### src/rtl/func_gen_pkg.sv
// rtl/func_gen_pkg.sv - shared waveform codes, sequencer states and defaults
package func_gen_pkg;

   localparam logic [2:0] FUNC_RHOMBOID = 3'd0;
   localparam logic [2:0] FUNC_SINE     = 3'd1;
   localparam logic [2:0] FUNC_SQUARE   = 3'd2;
   localparam logic [2:0] FUNC_TRIANGLE = 3'd3;
   localparam logic [2:0] FUNC_SAWTOOTH = 3'd4;
   localparam logic [2:0] FUNC_MID      = 3'd5;

   localparam int DEF_DEPTH      = 8;
   localparam int DEF_AW         = 3;
   localparam int DEF_REP_W      = 8;
   localparam int DEF_PERIOD_LEN = 256;

   typedef enum logic [1:0] {
      ST_IDLE = 2'd0,
      ST_ARM  = 2'd1,
      ST_RUN  = 2'd2,
      ST_DONE = 2'd3
   } seq_state_t;

endpackage

### src/rtl/seq_table.sv
// rtl/seq_table.sv - waveform/repeat table, one sync write port, one comb read port
module seq_table
   import func_gen_pkg::*;
#(
   parameter int DEPTH = DEF_DEPTH,
   parameter int AW    = DEF_AW,
   parameter int REP_W = DEF_REP_W
) (
   input  logic             clk,
   input  logic             rst,
   input  logic             i_wr_en,
   input  logic [AW-1:0]    i_wr_addr,
   input  logic [2:0]       i_wr_func,
   input  logic [REP_W-1:0] i_wr_reps,
   input  logic [AW-1:0]    i_rd_addr,
   output logic [2:0]       o_rd_func,
   output logic [REP_W-1:0] o_rd_reps
);

   logic [2:0]       r_func [DEPTH];
   logic [REP_W-1:0] r_reps [DEPTH];

   always_ff @(posedge clk or posedge rst) begin
      if (rst) begin
         for (int i = 0; i < DEPTH; i++) begin
            r_func[i] <= FUNC_MID;
            r_reps[i] <= '0;
         end
      end else if (i_wr_en) begin
         r_func[i_wr_addr] <= i_wr_func;
         r_reps[i_wr_addr] <= i_wr_reps;
      end
   end

   assign o_rd_func = r_func[i_rd_addr];
   assign o_rd_reps = r_reps[i_rd_addr];

endmodule

### src/rtl/func_sequencer.sv
// rtl/func_sequencer.sv - table-driven waveform scheduler for the function generator
module func_sequencer
   import func_gen_pkg::*;
#(
   parameter int DEPTH      = DEF_DEPTH,
   parameter int AW         = DEF_AW,
   parameter int REP_W      = DEF_REP_W,
   parameter int PERIOD_LEN = DEF_PERIOD_LEN
) (
   input  logic             clk,
   input  logic             rst,
   input  logic             wr_valid,
   output logic             wr_ready,
   input  logic [AW-1:0]    wr_addr,
   input  logic [2:0]       wr_func,
   input  logic [REP_W-1:0] wr_reps,
   input  logic             start,
   input  logic             stop,
   input  logic [AW:0]      seq_len,
   input  logic             loop,
   output logic [2:0]       func,
   output logic             gen_rst,
   output logic             busy,
   output logic [AW-1:0]    step,
   output logic             step_pulse,
   output logic             done
);

   localparam int              PH_W      = (PERIOD_LEN > 1) ? $clog2(PERIOD_LEN) : 1;
   localparam logic [PH_W-1:0] L_PH_LAST = PH_W'(PERIOD_LEN - 1);
   localparam logic [AW:0]     L_DEPTH   = (AW + 1)'(DEPTH);

   seq_state_t       r_state;
   logic [2:0]       r_func;
   logic             r_gen_rst;
   logic             r_busy;
   logic [AW-1:0]    r_step;
   logic             r_step_pulse;
   logic             r_done;
   logic             r_wr_ready;
   logic [AW:0]      r_seq_len;
   logic             r_loop;
   logic [PH_W-1:0]  r_phase;
   logic [REP_W-1:0] r_rep;
   logic [REP_W-1:0] r_cur_reps;

   logic             w_wr_en;
   logic             w_len_ok;
   logic             w_last_step;
   logic [REP_W-1:0] w_eff_reps;
   logic             w_rep_last;
   logic [AW-1:0]    w_rd_addr;
   logic [2:0]       w_rd_func;
   logic [REP_W-1:0] w_rd_reps;

   assign w_wr_en     = wr_valid && r_wr_ready;
   assign w_len_ok    = (seq_len != '0) && (seq_len <= L_DEPTH);
   assign w_last_step = ({1'b0, r_step} == r_seq_len - 1'b1);
   assign w_eff_reps  = (r_cur_reps == '0) ? REP_W'(1) : r_cur_reps;
   assign w_rep_last  = (r_rep == w_eff_reps - 1'b1);

   // The read port always points at whichever entry gets loaded next: the
   // following entry while running mid-table, otherwise entry 0 (ARM or wrap).
   assign w_rd_addr = (r_state == ST_RUN && !w_last_step) ? r_step + 1'b1 : '0;

   seq_table #(
      .DEPTH (DEPTH),
      .AW    (AW),
      .REP_W (REP_W)
   ) u_table (
      .clk       (clk),
      .rst       (rst),
      .i_wr_en   (w_wr_en),
      .i_wr_addr (wr_addr),
      .i_wr_func (wr_func),
      .i_wr_reps (wr_reps),
      .i_rd_addr (w_rd_addr),
      .o_rd_func (w_rd_func),
      .o_rd_reps (w_rd_reps)
   );

   always_ff @(posedge clk or posedge rst) begin
      if (rst) begin
         r_state      <= ST_IDLE;
         r_func       <= FUNC_MID;
         r_gen_rst    <= 1'b0;
         r_busy       <= 1'b0;
         r_step       <= '0;
         r_step_pulse <= 1'b0;
         r_done       <= 1'b0;
         r_wr_ready   <= 1'b1;
         r_seq_len    <= '0;
         r_loop       <= 1'b0;
         r_phase      <= '0;
         r_rep        <= '0;
         r_cur_reps   <= '0;
      end else begin
         r_gen_rst    <= 1'b0;
         r_step_pulse <= 1'b0;
         r_done       <= 1'b0;
         case (r_state)
            ST_IDLE: begin
               if (start && w_len_ok) begin
                  r_seq_len  <= seq_len;
                  r_loop     <= loop;
                  r_wr_ready <= 1'b0;
                  r_state    <= ST_ARM;
               end
            end
            ST_ARM: begin
               if (stop) begin
                  r_state    <= ST_IDLE;
                  r_func     <= FUNC_MID;
                  r_busy     <= 1'b0;
                  r_step     <= '0;
                  r_wr_ready <= 1'b1;
               end else begin
                  r_gen_rst  <= 1'b1;
                  r_busy     <= 1'b1;
                  r_func     <= w_rd_func;
                  r_cur_reps <= w_rd_reps;
                  r_step     <= '0;
                  r_phase    <= '0;
                  r_rep      <= '0;
                  r_state    <= ST_RUN;
               end
            end
            ST_RUN: begin
               // Abort takes priority over any entry boundary on the same edge.
               if (stop) begin
                  r_state    <= ST_IDLE;
                  r_func     <= FUNC_MID;
                  r_busy     <= 1'b0;
                  r_step     <= '0;
                  r_wr_ready <= 1'b1;
               end else if (r_phase != L_PH_LAST) begin
                  r_phase <= r_phase + 1'b1;
               end else if (!w_rep_last) begin
                  r_phase <= '0;
                  r_rep   <= r_rep + 1'b1;
               end else if (!w_last_step || r_loop) begin
                  r_step       <= w_rd_addr;
                  r_func       <= w_rd_func;
                  r_cur_reps   <= w_rd_reps;
                  r_step_pulse <= 1'b1;
                  r_phase      <= '0;
                  r_rep        <= '0;
               end else begin
                  r_done  <= 1'b1;
                  r_func  <= FUNC_MID;
                  r_busy  <= 1'b0;
                  r_step  <= '0;
                  r_state <= ST_DONE;
               end
            end
            ST_DONE: begin
               r_wr_ready <= 1'b1;
               r_state    <= ST_IDLE;
            end
            default: r_state <= ST_IDLE;
         endcase
      end
   end

   assign func       = r_func;
   assign gen_rst    = r_gen_rst;
   assign busy       = r_busy;
   assign step       = r_step;
   assign step_pulse = r_step_pulse;
   assign done       = r_done;
   assign wr_ready   = r_wr_ready;

endmodule

### config.mk
export PLATFORM = sky130hd
export DESIGN_NAME = func_sequencer
export DESIGN_NICKNAME = d
export VERILOG_FILES = /design/src/rtl/func_gen_pkg.sv /design/src/rtl/seq_table.sv /design/src/rtl/func_sequencer.sv
export SDC_FILE = /design/constraint.sdc
export NUM_CORES = 1
export LEC_CHECK = 0
export BUFFER_PORTS_ARGS = -buffer_cell sky130_fd_sc_hd__buf_4
export CAP_MARGIN = 40
export CORE_MARGIN = 2
export CORE_UTILIZATION = 45
export CTS_CLUSTER_DIAMETER = 30
export DETAILED_ROUTE_END_ITERATION = 8
export GPL_TIMING_DRIVEN = 0
export REMOVE_ABC_BUFFERS = 1
export SETUP_SLACK_MARGIN = 0.05
export SLEW_MARGIN = 25
export SYNTH_ARGS = -nofsm -noshare
export SYNTH_HDL_FRONTEND = slang
export SYNTH_SLANG_ARGS = --single-unit
### constraint.sdc
create_clock -name clk -period 11.9 [get_ports clk]
set_input_delay 1.19 -clock clk [delete_from_list [all_inputs] [get_ports clk]]
set_output_delay 1.19 -clock clk [all_outputs]
set_load 0.05 [all_outputs]
==> flow_summary.toml, run 1 <==
[worst_hold_path]
worstHoldPathCells = 1
hold_start = "u_table.r_reps[29]"
hold_end = "u_table.r_reps[29]"
hold_path.class = "reg -> reg"

[critical_path]
cp.required_ns = 12.19
r2r_end = "r_cur_reps[3]"
crit_type = "reg -> reg"
path_cells = "nor4_2 > a21oi_1 > ha_1 > nand2b_1 > o211a_1 > o31ai_1 > a21boi_1 > and3_2 > a31o_2 > mux2_1"
path_buf_inv = 0
r2r_slack_ns = 8.22
slowest_delay_ns = 0.50
r2r-start = "r_cur_reps[3]"
r2r_cells = 10
crit_path_end_kind = "flip-flop"
critical-path-top-delay-family = "compound AO/OA/AOI/OAI gates"
crit_fanout = 8
critPathArrivalTime_ns = 3.97
cp_slowest_cell = "nor4_2"
start_kind = "flip-flop"

[place]
gp_congestion = 0.831
dp_hpwl_um = 10500
port_buffers = 34

[yosys]
synth_area_leader_cell = "dfrtp_1"
ys.flop_type = "dfrtp_1"
async_reset_ff_share_pct = 100
ys.warnings.count = 0
synth_area_sq_um = 6670
synthSimpleGateAreaFrac_pct = 11.6
avgSynthCellArea_sq_um = 11.5
ys_seq_area_share_pct = 49.1
synth_cell_types = 63
synth_cells = 579
synthXorXnorAreaFrac_pct = 1.65
synth_top_family_by_area = "multiplexers"
synth_top_area_share_pct = 41.7
synth_mux_area_share_pct = 21.7
synth_area_leaders = "dfrtp_1, mux2_2, dfstp_2"
synth_compound_area_share_pct = 11.9
synth_edf_count = 0
yosys.area_share.adder_pct = 1.69
ys_ff_latch = 130

[global_route]
antenna_found_initial = 0
grt_pass1_vias = 4952
grt_util_all_layers_pct = 20.7
grt_overflow = 0
grt_max_degree = 67
grt_pass1_wl_um = 25800

[clocking]
cts_sinks = 130
insertion_delay_ns = 0.42
postCtsSetupRepairBufs = 0
cts_tree = "done"
cts_buffer_depth = 2
cts.repair.resized = 0
cts_root_buf = "clkbuf_16"
htree_levels = 4
cts_hold_buf = 0
path_clk_slew_ns = 0.06
cts_buffers = 17

[drt]
drt-total-wl_um = 15700
viasPerCell = 5.96
wire_per_inst_um = 19.5
num_vias = 4809
drc = 0
drt_pass1_iterations = 4
antenna_left = 0
drt-initial-drc-count = 286

[flow_run]
maxCapViolations = 0

[sta]
slew_violations = 0
fin_crit_sh_pct = 30.9
holdWs_ns = 0.498
period_minus_slack_ns = 3.68
worstMarginPinSlew_ns = 0.819
fmaxAchievable_mhz = 272
final-setup-viol-count = 0
rsz0062_at_grt = "no"
fin_skew_ns = 0.00998
hold_violations = 0
setup_tns_ns = 0
slew_headroom_pct = 45.4

[floorplan]
start_util_pct = 46.1
io_pins = 35
die_width_um = 126
die_y_um = 126
die-area_sq_um = 15800
rows = 44
core_area_sq_um = 14500

[power_and_ir_drop]
ir_worst_vdd_mv = 0.149
p_per_area_nw_per_um2 = 252
p_leak_nw = 3.26

[finish]
drive_gt1_share_pct = 34.5
diodes = 0
nFillCells = 1232
layout.nets = 643
area_growth_pct = 15.6

[status]
status = "finished clean"
-- worst max path at each step --
stage	startpoint	slack (ns)	endpoint	cells after the start
after floorplan	rst	7.27	busy	1
after global placement	step[0]	5.52	r_cur_reps[7]	7
after detailed placement	r_cur_reps[3]	8.22	r_cur_reps[3]	10
after CTS	r_cur_reps[3]	8.18	r_cur_reps[3]	10
after global routing	r_cur_reps[3]	7.87	r_cur_reps[3]	10
final	r_cur_reps[3]	8.22	r_cur_reps[3]	10
-- cell type report --
cell class | count | area [sq um] | share of cell area [%]
Sequential cell | 130 | 3280 | 42.5
Multi-Input combinational cell | 412 | 3280 | 42.5
Clock buffer | 19 | 443 | 5.74
Timing Repair Buffer | 40 | 355 | 4.61
Tap cell | 184 | 230 | 2.99
Clock inverter | 13 | 86.3 | 1.12
Inverter | 9 | 41.3 | 0.536
-- sequential cells by signal, indices dropped and copies added (netlist names) --
signal,flops
done,1
func,3
u_table.r_func,24
r_rep,8
step,3
wr_ready,1
r_cur_reps,8
r_seq_len,4
gen_rst,1
busy,1
r_state,2
r_loop,1
u_table.r_reps,64
step_pulse,1
r_phase,8
-- placed cells by master, fill, tap and decap left out, types with 3 or more instances in the layout --
cell and count:
mux2_1 8, a22o_1 4, o311ai_1 3, dfstp_2 19, inv_1 8, and3_1 8, nand2b_1 7, mux2i_1 12
xor2_1 3, nor2_1 25, a21oi_1 32, buf_4 35, nor3_1 15, nor2_2 6, nand3_1 17, dfrtp_1 110
a221o_1 8, nand3b_1 4, a211oi_1 7, o211ai_1 3, nor2b_1 4, clkinv_4 3, clkbuf_16 17, clkinv_2 7
ha_1 9, nor4_1 7, o21a_1 4, mux2_2 110, o21ai_1 8, or3_1 5, and2_1 3, xnor2_1 6
nand4_1 5, a22oi_1 10, nand2_1 29, a31oi_1 4, o21ai_0 9
-- worst register-to-register path: cells and delay by family (launching register included) --
kind | cells | cell delay (ns)
DFF | 1 | 0.46
and+or+nand+nor | 3 | 1.01
AOI/OAI and AO/OA | 5 | 1.43
muxes | 1 | 0.35
adders and majority gates | 1 | 0.31
-- layer usage --
| metal | global-route usage, % | share of wire (%) | up-vias |
|---|---|---|---|
| li1 | - | - | 2240 |
| met1 | 25.8 | 43 | 2456 |
| met2 | 35.9 | 52 | 100 |
| met3 | 5.01 | 3.6 | 13 |
| met4 | 6.46 | 1.0 | 0 |
| met5 | 0 | 0 | - |
-- cell families after synthesis --
family,count (synthesis)
xor+xnor,11
fa+ha+maj,9
buf+inv,37
compound gates,114
mux,130
simple gates,148
flops,130
-- Yosys cell counts, drive strengths merged, types with 3 or more instances --
cell type    n
nor3        15
nand2b       8
nand4        5
and3         9
nor2b        4
mux2i       12
clkbuf      17
nor4         8
xnor2        6
a221o        8
a22o         4
inv          9
nand3b       4
o21a         4
nand3       17
a22oi       10
a211oi       8
o211ai       3
o21ai       17
nor2        31
a31oi        4
a21oi       32
nand2       29
ha           9
xor2         4
dfrtp      111
and2         3
or3          5
o311ai       3
mux2       118
buf         11
dfstp       19
-- power breakdown --
group	switching (mW)	leakage (nW)	total (mW)	internal [mW]
combinational	0.351	1.41	0.696	0.345
clock	0.193	0.267	0.463	0.270
sequential	0.129	1.58	0.781	0.652
total	0.673	3.26	1.94	1.27
-- metrics by stage --
step           std cells  util (%)  instance area (sq um)  total power [mW]  worst slack [ns]
5_1_grt              807      53.2                   7710              2.07              7.87
4_1_cts              806      53.2                   7700              1.95              8.18
2_1_floorplan        551         -                   6550              1.29              7.27
3_3_place_gp         769      48.6                   7040              1.44              5.52
3_5_place_dp         774      49.5                   7170              1.48              8.22
6_report             807      53.2                   7710              1.94              8.22
Note: power is estimated with default switching activity, not from simulation.
==> run 2: changes to the inputs <==
- clock period: 11.9 -> 3.65 ns (I/O delays scaled with it)
==> flow_summary.toml, run 2 (same netlist as run 1, synthesis figures left out) <==
[global_route]
antenna_found_initial = 0
grt_overflow = 0
grt_pass1_vias = 4958
grt_max_degree = 67
grt_pass1_wl_um = 25800
grt_util_all_layers_pct = 20.8

[sta]
period_minus_slack_ns = 3.39
hold_violations = 0
fin_skew_ns = 0.00830
fin_crit_sh_pct = 92.8
rsz0062_at_grt = "no"
slew_violations = 0
worstMarginPinSlew_ns = 0.825
fmaxAchievable_mhz = 295
setup_ws_ns = 0.261
slew_headroom_pct = 45.0
final-setup-viol-count = 0

[clocking]
postCtsSetupRepairBufs = 0
cts_sinks = 130
htree_levels = 4
cts_buffer_depth = 2
cts_buffers = 17
path_clk_slew_ns = 0.05
cts_tree = "done"
cts_root_buf = "clkbuf_16"
insertion_delay_ns = 0.42

[critical_path]
slowest_delay_ns = 0.48
cp_slowest_cell = "dfrtp_1"
path_cells = "nor4_4 > a21oi_2 > ha_1 > xor2_1 > o221ai_1 > a211o_1 > a211oi_4 > and3_2 > a31o_2 > mux2_1"
crit_fanout = 8
critPathArrivalTime_ns = 3.68
path_buf_inv = 0
crit_type = "reg -> reg"
critical-path-top-delay-family = "compound AO/OA/AOI/OAI gates"
start_kind = "flip-flop"
crit_path_end_kind = "flip-flop"
cp.required_ns = 3.94

[drt]
num_vias = 4795
viasPerCell = 5.93
antenna_left = 0
wire_per_inst_um = 19.5
drt-initial-drc-count = 347
drt-total-wl_um = 15700
drc = 0
drt_pass1_iterations = 5

[place]
post_dp_cell_area_sq_um = 7170
gp_congestion = 0.831
preCtsSetupSlack_ns = -0.0266
port_buffers = 34
dp_hpwl_um = 10500

[finish]
diodes = 0
drive_gt1_share_pct = 34.9
area_growth_pct = 16.2
largest_reg_flops = 64
final_cell_mix = "mux2_2, dfrtp_1, buf_4"
layout.nets = 644
reg_top3 = "u_table.r_reps x64, u_table.r_func x24"
design_area_sq_um = 7750
finish.utilization_pct = 53.5
largest_register = "u_table.r_reps"

[floorplan]
die_width_um = 126
io_pins = 35
core_area_sq_um = 14500
rows = 44
die-area_sq_um = 15800
die_y_um = 126
start_util_pct = 46.1

[power_and_ir_drop]
p_leak_nw = 3.27
p_per_area_nw_per_um2 = 821
ir_worst_vdd_mv = 0.484
totalPowerFinal_mw = 6.36

[worst_hold_path]
hold_path.class = "in -> reg"

[flow_run]
maxCapViolations = 0

[status]
status = "finished clean"
-- run 2: changes by cell type in the layout (fill, tap and decap cells not counted), sizes merged --
cell         before  now
dlygate4sd3       0    1
-- run 2: final timing paths --
| check | slack, ns | cells past startpoint | end | startpoint |
|---|---|---|---|---|
| worst max-delay path | 0.26 | 10 | r_cur_reps[3] | r_cur_reps[3] |
| worst min-delay path | 0.19 | 2 | r_loop | loop |
| worst max register to register | 0.26 | 10 | r_cur_reps[3] | r_cur_reps[3] |
| worst min register to register | 0.50 | 1 | u_table.r_reps[29] | u_table.r_reps[29] |
| max in group asynchronous | 2.40 | 4 | u_table.r_func[6] | rst |
| min in group asynchronous | 0.54 | 3 | u_table.r_reps[15] | rst |
-- run 2: timing repair --
item	in CTS	in global routing
setup endpoints to repair	8	15
pin swaps	0	0
resized for setup	2	3
hold endpoints to repair	23	0
hold buffers	1	0
-- run 2: cell type report --
type | instances | area, sq um
Sequential cell | 130 | 3280
Fill cell | 1226 | 6730
Timing Repair Buffer | 41 | 365
Clock buffer | 19 | 443
Clock inverter | 13 | 86.3
Tap cell | 184 | 230
Inverter | 9 | 41.3
Multi-Input combinational cell | 412 | 3300
-- run 2: stage by stage --
step	hold slack (ns)	TNS, ns	std cells
global route	0.177	0	808
detailed placement	0.433	-0.141	774
floorplan	0.431	-22.82	551
CTS	0.177	0	807
global placement	0.483	-208.08	769
finish	0.185	0	808
-- run 2: report_power, final --
group	internal [mW]	leakage [nW]	switching, mW	total (mW)
Combinational	1.15	1.42	1.16	2.31
Clock	0.881	0.267	0.626	1.51
Sequential	2.12	1.58	0.426	2.55
Total	4.15	3.27	2.21	6.36
-- run 2: routing by layer --
layer / up-vias / routed length, um / track usage, %
met5: - / 0 / 0
met4: 0 / 199 / 6.46
met3: 18 / 553 / 5.01
met2: 90 / 8110 / 36.0
met1: 2449 / 6870 / 25.8
li1: 2238 / - / -
-- run 2: worst reg2reg max path: cells and delay by family, from the launching register on --
family	cells	cell delay, ns
AOI/OAI and AO/OA	5	1.23
xor gates and xnor gates	1	0.14
adders and majority gates	1	0.32
muxes	1	0.35
and+or+nand+nor	2	0.74
DFF	1	0.48
